### src/rtl/simon_score_display.sv
// Simon score display: converts the binary score to two BCD digits (shift-add-3)
// and drives a 2-digit multiplexed 7-segment display timed from the ms timebase.
module simon_score_display #(
  parameter int DIGIT_MS = 4,
  parameter bit BLANK_LZ = 1'b1
) (
  input  logic        clk,
  input  logic        rst,
  input  logic [15:0] ticks_per_milli,
  input  logic [6:0]  value,
  input  logic        value_load,
  input  logic        blank,
  input  logic        segments_invert,
  output logic [6:0]  segments,
  output logic [1:0]  segment_digits,
  output logic        busy
);

  localparam int MSW = (DIGIT_MS > 1) ? $clog2(DIGIT_MS) : 1;

  typedef enum logic {IDLE, CONVERT} state_t;

  state_t      state, state_next;
  logic [6:0]  bin_q, bin_d;
  logic [7:0]  bcd_q, bcd_d;
  logic [2:0]  iter_q, iter_d;
  logic        pend_valid_q, pend_valid_d;
  logic [6:0]  pend_q, pend_d;
  logic [3:0]  tens_q, tens_d, ones_q, ones_d;
  logic [6:0]  value_sat;
  logic [7:0]  bcd_adj, bcd_shift;
  logic [6:0]  bin_shift;

  logic [15:0]    tick_cnt, tick_limit;
  logic [MSW-1:0] ms_cnt;
  logic           ms_pulse;
  logic           tens_active;

  assign value_sat = (value > 7'd99) ? 7'd99 : value;
  assign busy      = (state == CONVERT);

  // One double-dabble step: correct nibbles, then shift {bcd,bin} left
  always_comb begin
    bcd_adj[3:0] = (bcd_q[3:0] >= 4'd5) ? bcd_q[3:0] + 4'd3 : bcd_q[3:0];
    bcd_adj[7:4] = (bcd_q[7:4] >= 4'd5) ? bcd_q[7:4] + 4'd3 : bcd_q[7:4];
    bcd_shift    = {bcd_adj[6:0], bin_q[6]};
    bin_shift    = {bin_q[5:0], 1'b0};
  end

  always_comb begin
    state_next   = state;
    bin_d        = bin_q;
    bcd_d        = bcd_q;
    iter_d       = iter_q;
    pend_valid_d = pend_valid_q;
    pend_d       = pend_q;
    tens_d       = tens_q;
    ones_d       = ones_q;
    case (state)
      IDLE: begin
        if (value_load) begin
          bin_d      = value_sat;
          bcd_d      = 8'd0;
          iter_d     = 3'd0;
          state_next = CONVERT;
        end
      end
      CONVERT: begin
        bin_d  = bin_shift;
        bcd_d  = bcd_shift;
        iter_d = iter_q + 3'd1;
        if (value_load) begin
          pend_d       = value_sat;
          pend_valid_d = 1'b1;
        end
        if (iter_q == 3'd6) begin
          // Final step: publish result, chain straight into any queued value
          tens_d       = bcd_shift[7:4];
          ones_d       = bcd_shift[3:0];
          iter_d       = 3'd0;
          bcd_d        = 8'd0;
          pend_valid_d = 1'b0;
          if (value_load)        bin_d = value_sat;
          else if (pend_valid_q) bin_d = pend_q;
          else                   state_next = IDLE;
        end
      end
      default: state_next = IDLE;
    endcase
  end

  always_ff @(posedge clk or posedge rst) begin
    if (rst) begin
      state        <= IDLE;
      bin_q        <= '0;
      bcd_q        <= '0;
      iter_q       <= '0;
      pend_valid_q <= 1'b0;
      pend_q       <= '0;
      tens_q       <= '0;
      ones_q       <= '0;
    end else begin
      state        <= state_next;
      bin_q        <= bin_d;
      bcd_q        <= bcd_d;
      iter_q       <= iter_d;
      pend_valid_q <= pend_valid_d;
      pend_q       <= pend_d;
      tens_q       <= tens_d;
      ones_q       <= ones_d;
    end
  end

  // A counter already past a newly lowered limit wraps on the next edge
  assign tick_limit = (ticks_per_milli == 16'd0) ? 16'd1 : ticks_per_milli;
  assign ms_pulse   = (tick_cnt >= tick_limit - 16'd1);

  always_ff @(posedge clk or posedge rst) begin
    if (rst) begin
      tick_cnt    <= '0;
      ms_cnt      <= '0;
      tens_active <= 1'b0;
    end else begin
      tick_cnt <= ms_pulse ? 16'd0 : tick_cnt + 16'd1;
      if (ms_pulse) begin
        if (ms_cnt == MSW'(DIGIT_MS - 1)) begin
          ms_cnt      <= '0;
          tens_active <= ~tens_active;
        end else begin
          ms_cnt <= ms_cnt + MSW'(1);
        end
      end
    end
  end

  logic [3:0] digit;
  logic [6:0] pattern;
  logic       lz_blank;

  always_comb begin
    digit    = tens_active ? tens_q : ones_q;
    lz_blank = tens_active && BLANK_LZ && (tens_q == 4'd0);
    case (digit)
      4'd0:    pattern = 7'h3F;
      4'd1:    pattern = 7'h06;
      4'd2:    pattern = 7'h5B;
      4'd3:    pattern = 7'h4F;
      4'd4:    pattern = 7'h66;
      4'd5:    pattern = 7'h6D;
      4'd6:    pattern = 7'h7D;
      4'd7:    pattern = 7'h07;
      4'd8:    pattern = 7'h7F;
      4'd9:    pattern = 7'h6F;
      default: pattern = 7'h00;
    endcase
    if (lz_blank) pattern = 7'h00;
    segments = pattern ^ {7{segments_invert}};
    if (blank || lz_blank) segment_digits = 2'b00;
    else                   segment_digits = tens_active ? 2'b10 : 2'b01;
  end

endmodule
### config.mk
export PLATFORM = sky130hd
export DESIGN_NAME = simon_score_display
export DESIGN_NICKNAME = d
export VERILOG_FILES = /design/src/rtl/simon_score_display.sv
export SDC_FILE = /design/constraint.sdc
export NUM_CORES = 1
export LEC_CHECK = 0
export ABC_AREA = 1
export CAP_MARGIN = 40
export CELL_PAD_IN_SITES_DETAIL_PLACEMENT = 0
export CELL_PAD_IN_SITES_GLOBAL_PLACEMENT = 2
export CORE_MARGIN = 2
export CORE_UTILIZATION = 36
export DETAILED_ROUTE_END_ITERATION = 12
export PLACE_DENSITY_LB_ADDON = 0.1
export SLEW_MARGIN = 20
export SYNTH_ARGS = -nofsm -noshare
export SYNTH_HDL_FRONTEND = slang
export SYNTH_SLANG_ARGS = --single-unit
### constraint.sdc
create_clock -name clk -period 4.69 [get_ports clk]
set_input_delay 0.938 -clock clk [delete_from_list [all_inputs] [get_ports clk]]
set_output_delay 0.938 -clock clk [all_outputs]
set_load 0.01 [all_outputs]
==> summary.md, run 1 <==
| Metric | Value |
|---|---|
| Power Density | `between 400 and 500 nW/µm²` |
| Starting Density | `a little under two fifths` |
| H-tree depth | `2` |
| Diode count | `0` |
| Share of the synthesized area in the top cell type | `a little over a third` |
| Reg2reg start | `tick_cnt[5]` |
| DR iter-0 viols | `around 120` |
| Hold-fix buffers, CTS | `0` |
| Root Buffer Master | `clkbuf_8` |
| Vias in the first global route | `between 3000 and 4000` |
| RSZ-0062 raised after global routing | `no` |
| Total Routed Length | `8310 µm` |
| ANT nets after route | `0` |
| Pleak | `around 2.2 nW` |
| Final #Nets | `between 500 and 600` |
| Share of layout cells above drive strength 1 | `~8.5%` |
| Synth warnings | `0` |
| Worst Tran Pin Value | `a little under 600 ps` |
| Met1 Resource Use GR | `slightly above 20%` |
| Crit path max fanout | `22` |
| Later-pin clock latency in the skew report | `about 320 ps` |
| Register area share after synthesis | `35.1%` |
| Maximum number of pins on one net before global-route repair | `29` |
| Cell count after synthesis | `about 500` |
| Setup crit end kind | `flop` |
| RePlAce Congestion | `around 0.81` |
| Fmax | `251 MHz` |
| Post-CTS setup buffer count | `0` |
| Placed Cells | `672` |
| Boundary pin count | `38` |
| Final min period | `3990 ps` |
| Cts bufs inserted | `5` |
| Slowest Stage Delay on Critical Path | `roughly 540 ps` |
| Worst r2r dst | `ms_cnt[1]` |
| Crit-path cells | `clkdlybuf4s50_1 > nor2_1 > and2_1 > nand3b_4 > and2_2 > ha_1 > nand2_2 > nor2_2 > nand2_2 > nor3_2 > xor2_1 > inv_1 > ha_1 > nand2_1 > o21ai_0 > a21oi_1 > nand3_2 > o21ai_0` |
| Worst setup path category | `input port to flop` |
| Dpl hpwl | `roughly 6500 µm` |
| Post-CTS resize count | `0` |
| Wire per inst | `roughly 12 µm` |
| CTS sink cnt | `54` |
| Antenna violations before repair | `0` |
| Post-route insts no fill | `a little under 700` |
| Worst-path clk slew | `around 100 ps` |
| Commonest non-fill, non-tap cell in the layout | `nand2_1` |
| Number of distinct library cells after synthesis | `45` |
| Maximum vdd drop | `approximately 260 µV` |
| Worst setup SP type | `input port` |
| GRT met2 Usage | `between 20 and 30%` |
| Area grow syn2layout | `16.5%` |
| Final Hold Viols | `0` |
| Most frequent cells in the layout | `110 x nand2_1, 72 x inv_1, 54 x dfrtp_1, 49 x nor2_1, 37 x clkdlybuf4s50_1` |
| Cell taking the most area after synthesis | `dfrtp_1` |
| Total grt overflow | `0` |
| Skew final | `~8 ps` |
| Worst R2R Setup Slack | `~2800 ps` |
| Core Box Area | `slightly above 10000 µm²` |
| Final Cycle Share | `approximately 85%` |
| FF-to-FF path depth | `8` |
| Setup tns final | `0 ps` |
| Longest Clk Path Bufs | `2` |
| Area of the mapped netlist | `a little under 4000 µm²` |
| Reg area | `around 1400 µm²` |
| Hold-critical path depth | `1` |
| Worst Hold Class | `flop to flop` |
| Maxcap violations | `0` |
| Vias per Instance | `4.82` |
| Multi-input logic area | `around 2200 µm²` |
| Syn Nets | `between 500 and 600` |
| Fin. max-slew vios | `0` |
| Asr flop ratio synth | `100%` |
| GR Layer Usage met3 | `under 10%` |
| TritonCTS clock tree | `built` |
| Die area | `between 10000 and 15000 µm²` |
| # setup viols final | `0` |
| FP Rows | `37` |
| Synth top area cells | `dfrtp_1 35%, nand2_1 11%, ha_1 9.1%, inv_1 7.1%, xor2_1 5.0%` |
| # fillers | `1106` |
| Die X | `107 µm` |
| Tot GR Track Use | `between 10% and 20%` |
| Normalized max-slew margin | `roughly 61%` |
| Worst Path Required | `4920 ps` |
| Port Buffer Count | `37` |
| Pre-Repair DR Iteration Count | `4` |
| Outcome | `complete, no violations` |
| Mean Syn Cell Area | `approximately 7.6 µm²` |
| Hold Path Origin | `tick_cnt[0]` |
| Post-synth EDFFs | `0` |
| Post-synthesis register bit count | `54` |
| Worst path arrival time | `4210 ps` |
| Busiest grt layer | `met2` |
| Hold EP | `tick_cnt[0]` |
| Vias post-DR | `around 3300` |
| Top FF cell, synth | `dfrtp_1` |
| DRC | `0` |
| Die height | `between 100 and 150 µm` |
| First-pass GRT wire length | `14900 µm` |
| CP max-delay cell | `clkdlybuf4s50_1` |
==> synth_stat cells (3+ instances only) <==
cell type,number
nor3_1,13
o211ai_1,3
nor2_2,6
nor2_1,49
o21ai_0,27
o21ai_2,4
o22ai_1,8
o21ai_1,6
nor2_4,3
xnor2_1,5
dfrtp_1,54
nand2_1,110
nor3_2,3
xor2_1,22
nand2_2,4
inv_2,5
nand3_1,24
ha_1,28
nand4_1,6
buf_2,5
inv_1,73
a21oi_1,19
or2_1,3
==> metal layers <==
metal / vias to the layer above / part of all wire [%]
met5: - / 0
met4: 0 / 1.2
met3: 7 / 2.1
met2: 32 / 49
met1: 1527 / 48
li1: 1709 / -
==> registers in the layout, indices dropped and copies added, names as in the netlist <==
signal / flops
pend_q: 7
bcd_q: 8
iter_q: 3
ones_q: 4
ms_cnt: 2
busy: 1
tens_q: 4
pend_valid_q: 1
tick_cnt: 16
tens_active: 1
bin_q: 7
==> stage by stage <==
stage / setup WS, ps / util (%) / total power [mW] / area, µm² / hold WS [ps]
2_1_floorplan: 1370 / - / 1.43 / 3850 / 453
5_1_grt: 256 / 43.2 / 2.31 / 4480 / 535
6_report: 702 / 43.2 / 2.09 / 4480 / 495
4_1_cts: 651 / 43.2 / 2.12 / 4480 / 502
3_5_place_dp: 315 / 41.9 / 1.74 / 4340 / 483
3_3_place_gp: 408 / 41.9 / 1.73 / 4340 / 468
==> power by group <==
part	internal, mW	total, mW	leakage, nW	switching, mW
sequential	0.615	0.757	0.677	0.141
combinational	0.415	0.955	1.48	0.540
clock	0.214	0.377	0.0683	0.163
total	1.24	2.09	2.22	0.845
==> cell type report <==
| type | instances | share of cell area (%) |
|---|---|---|
| clock buffers | 5 | 1.54 |
| inverters | 78 | 6.53 |
| repair buffers | 38 | 8.43 |
| multi-input cells | 366 | 48.0 |
| flip-flops and latches | 54 | 30.2 |
| clock inverters | 3 | 1.54 |
| well taps | 136 | 3.80 |
==> critical path: cells and delay by family <==
family                   cells  cell delay [ps]
XOR/XNOR                     1              160
AND/OR/NAND/NOR             10             1510
adder cells (fa/ha/maj)      2              470
buffers and inverters        2              600
AO/OA/AOI/OAI                3              530
==> cells by family after synthesis <==
| family | after synthesis | synth area share, % |
|---|---|---|
| AO/OA/AOI/OAI | 79 | 12.4 |
| XOR/XNOR | 27 | 6.15 |
| adder cells (fa/ha/maj) | 28 | 9.11 |
| buffers and inverters | 87 | 8.95 |
| flip-flops | 54 | 35.1 |
| AND/OR/NAND/NOR | 232 | 28.3 |
==> how the worst max path moves through the flow <==
| stage | endpoint | slack (ps) | start |
|---|---|---|---|
| 4_1_cts | ms_cnt[1] | 650 | ticks_per_milli[10] |
| 3_5_place_dp | ms_cnt[1] | 320 | ticks_per_milli[10] |
| 3_3_place_gp | ms_cnt[0] | 410 | ticks_per_milli[10] |
| 5_1_grt | ms_cnt[1] | 260 | ticks_per_milli[10] |
| 6_report | ms_cnt[1] | 700 | ticks_per_milli[10] |
| 2_1_floorplan | tick_cnt[13] | 1370 | ticks_per_milli[10] |
No activity file was read; power rests on OpenSTA's default activity.
==> inputs of run 2 (changes only) <==
--- a/config.mk
+++ b/config.mk
@@ -5,12 +5,11 @@
 export SDC_FILE = /design/constraint.sdc
 export NUM_CORES = 1
 export LEC_CHECK = 0
-export ABC_AREA = 1
 export CAP_MARGIN = 40
 export CELL_PAD_IN_SITES_DETAIL_PLACEMENT = 0
 export CELL_PAD_IN_SITES_GLOBAL_PLACEMENT = 2
 export CORE_MARGIN = 2
-export CORE_UTILIZATION = 36
+export CORE_UTILIZATION = 38
 export DETAILED_ROUTE_END_ITERATION = 12
 export PLACE_DENSITY_LB_ADDON = 0.1
 export SLEW_MARGIN = 20
==> summary.md, run 2 <==
| Metric | Value |
|---|---|
| Outcome | `complete, no violations` |
| Number of distinct library cells after synthesis | `56` |
| Largest Register | `tick_cnt` |
| Met2 WL | `~3400 µm` |
| Starting Density | `between 30% and 40%` |
| Area grow syn2layout | `16.5%` |
| Die area | `just over 10000 µm²` |
| Hold Path Origin | `pend_q[2]` |
| Setup crit end kind | `flop` |
| Pleak | `between 1.5 and 2 nW` |
| Maximum number of pins on one net before global-route repair | `32` |
| Synth top area cells | `dfrtp_1 38%, ha_1 9.9%, nand2_1 5.4%, xor2_1 4.7%, xnor2_1 4.4%` |
| Worst r2r dst | `tick_cnt[14]` |
| CTS sink cnt | `54` |
| Worst setup path category | `input port to flop` |
| Crit path max fanout | `5` |
| Hold-critical path depth | `2` |
| Normalized max-slew margin | `a little under three fifths` |
| Final min period | `roughly 4200 ps` |
| Vias per Instance | `about 5.2` |
| Die X | `roughly 100 µm` |
| Skew final | `7.64 ps` |
| Hold EP | `pend_q[2]` |
| Maxcap violations | `0` |
| Register area share after synthesis | `38.1%` |
| Fmax | `around 240 MHz` |
| Share of the synthesized area in the top cell type | `between 30% and 40%` |
| Vias post-DR | `about 2800` |
| Total grt overflow | `0` |
| First-pass GRT wire length | `between 10000 and 15000 µm` |
| Pre-Repair DR Iteration Count | `5` |
| Fin. max-slew vios | `0` |
| FF-to-FF path depth | `7` |
| Die height | `just over 100 µm` |
| Cell taking the most area after synthesis | `dfrtp_1` |
| Worst R2R Setup Slack | `2680 ps` |
| Final Instance Area | `slightly above 4000 µm²` |
| Antenna violations before repair | `0` |
| Dpl hpwl | `about 5500 µm` |
| Power Total | `~1.9 mW` |
| Worst Tran Pin Value | `~640 ps` |
| Root Buffer Master | `clkbuf_8` |
| H-tree depth | `2` |
| Longest Clk Path Bufs | `2` |
| Worst Hold Class | `flop to flop` |
| Post-synth EDFFs | `0` |
| Cts bufs inserted | `5` |
| Setup tns final | `0 ps` |
| Share of layout cells above drive strength 1 | `8.18%` |
| Post-CTS setup buffer count | `0` |
| Cell count after synthesis | `about 400` |
| Top sig layer | `met4` |
| Mean Syn Cell Area | `approximately 9 µm²` |
| Worst path arrival time | `4440 ps` |
| Total Routed Length | `around 7500 µm` |
| DRC | `0` |
| Synth warnings | `0` |
| Later-pin clock latency in the skew report | `310 ps` |
| Worst setup SP type | `input port` |
| Hold-fix buffers, CTS | `0` |
| Tot GR Track Use | `16.0%` |
| Max FFs per register | `16` |
| Asr flop ratio synth | `100%` |
| Final Cycle Share | `about nine tenths` |
| RePlAce Congestion | `between 0.7 and 0.8` |
| Commonest non-fill, non-tap cell in the layout | `dfrtp_1` |
| Post-CTS resize count | `0` |
| Syn Nets | `446` |
| TritonCTS clock tree | `built` |
| Pre-CTS WS | `roughly 110 ps` |
| Worst Path Required | `approximately 4900 ps` |
| DP Area | `roughly 4000 µm²` |
| Wire per inst | `13.8 µm` |
| Reg2reg start | `tick_cnt[1]` |
| DR iter-0 viols | `92` |
| Top Registers | `tick_cnt: 16 flops, bcd_q: 8 flops` |
| Port Buffer Count | `37` |
| # setup viols final | `0` |
| Power Density | `roughly 450 nW/µm²` |
| Routed wl met3 | `143 µm` |
| Final Hold Viols | `0` |
| Boundary pin count | `38` |
| Worst-path clk slew | `around 100 ps` |
| Core Box Area | `between 9000 and 10000 µm²` |
| Met1 Wirelength | `about 3800 µm` |
| Post-synthesis register bit count | `54` |
| Maximum vdd drop | `155 µV` |
| Top FF cell, synth | `dfrtp_1` |
| Count leader, synth | `dfrtp_1` |
| Area of the mapped netlist | `~3600 µm²` |
| Most frequent cells in the layout | `54 x dfrtp_1, 51 x nand2_1, 40 x nor2_1, 37 x clkdlybuf4s50_1, 29 x o21ai_0` |
| Commonest cells in the netlist | `54 x dfrtp_1, 51 x nand2_1, 40 x nor2_1, 29 x o21ai_0, 28 x ha_1` |
| Final #Nets | `just under 500` |
| FP Rows | `35` |
| ANT nets after route | `0` |
| Vias in the first global route | `2679` |
| Diode count | `0` |
| RSZ-0062 raised after global routing | `no` |
| PnR worst setup slack | `~450 ps` |
[run 2: cell types whose count changed after synthesis, sizes merged, moves of 10 or more]
| cell | previous run | this run |
|---|---|---|
| nor2 | 58 | 41 |
| nand2 | 115 | 51 |
| nor3 | 16 | 6 |
| nand3 | 27 | 9 |
| inv | 78 | 17 |
| xnor2 | 5 | 18 |
| o21ai | 39 | 29 |
[run 2: cell type report]
type / instances / area (µm²)
Clock buffer: 7 / 86.3
Clock inverter: 1 / 5.00
Fill cell: 942 / 5020
Inverter: 17 / 63.8
Multi-Input combinational cell: 308 / 2090
Sequential cell: 54 / 1350
Tap cell: 111 / 139
Timing Repair Buffer: 41 / 400
[run 2: worst max-delay path, stage by stage]
cell and delay [ps]:
clkdlybuf4s50_1 470, or4_4 560, nor3b_2 180, and2_1 190, a21oi_1 100, ha_1 250
nand3_1 130, nor4_1 70, xnor2_1 130, ha_1 300, nand4_1 120, nor3_1 320
o311ai_2 200, nand3_2 140, mux2_2 330
[run 2: cells by family after synthesis]
kind of cell               Yosys count  synth area share (%)
DFF                                 54                  38.1
adders and majority gates           28                  9.87
muxes                               17                  5.57
AOI/OAI and AO/OA                   82                  14.2
and+or+nand+nor                    144                  20.1
xor gates and xnor gates            37                  9.13
buffers and inverters               28                  3.10
[run 2: layer usage]
metal	GRT usage [%]	vias to the layer above
met1	23.6	1345
met4	2.85	0
met3	2.50	7
met5	0	-
met2	24.9	27
li1	-	1439
[run 2: worst max path at each step]
| stage | startpoint | slack (ps) | cells past startpoint | end |
|---|---|---|---|---|
| 3_3_place_gp | ticks_per_milli[12] | 210 | 15 | ms_cnt[0] |
| 6_report | ticks_per_milli[12] | 450 | 15 | ms_cnt[1] |
| 2_1_floorplan | ticks_per_milli[11] | 810 | 14 | ms_cnt[0] |
| 5_1_grt | ticks_per_milli[7] | 150 | 16 | tick_cnt[2] |
| 4_1_cts | ticks_per_milli[12] | 420 | 15 | ms_cnt[1] |
| 3_5_place_dp | ticks_per_milli[12] | 110 | 15 | ms_cnt[0] |
[run 2: where the power goes]
group          internal [mW]  switching (mW)
logic                  0.427           0.419
clock network          0.120           0.152
registers              0.604           0.148
total                   1.15           0.719
[run 2: metrics by stage]
step                      instances  hold WS [ps]  utilization (%)
after floorplan                 390           442                -
after global placement          531           458             44.2
after detailed placement        531           465             44.2
after CTS                       539           487             45.2
after global routing            539           524             45.2
final                           539           483             45.2
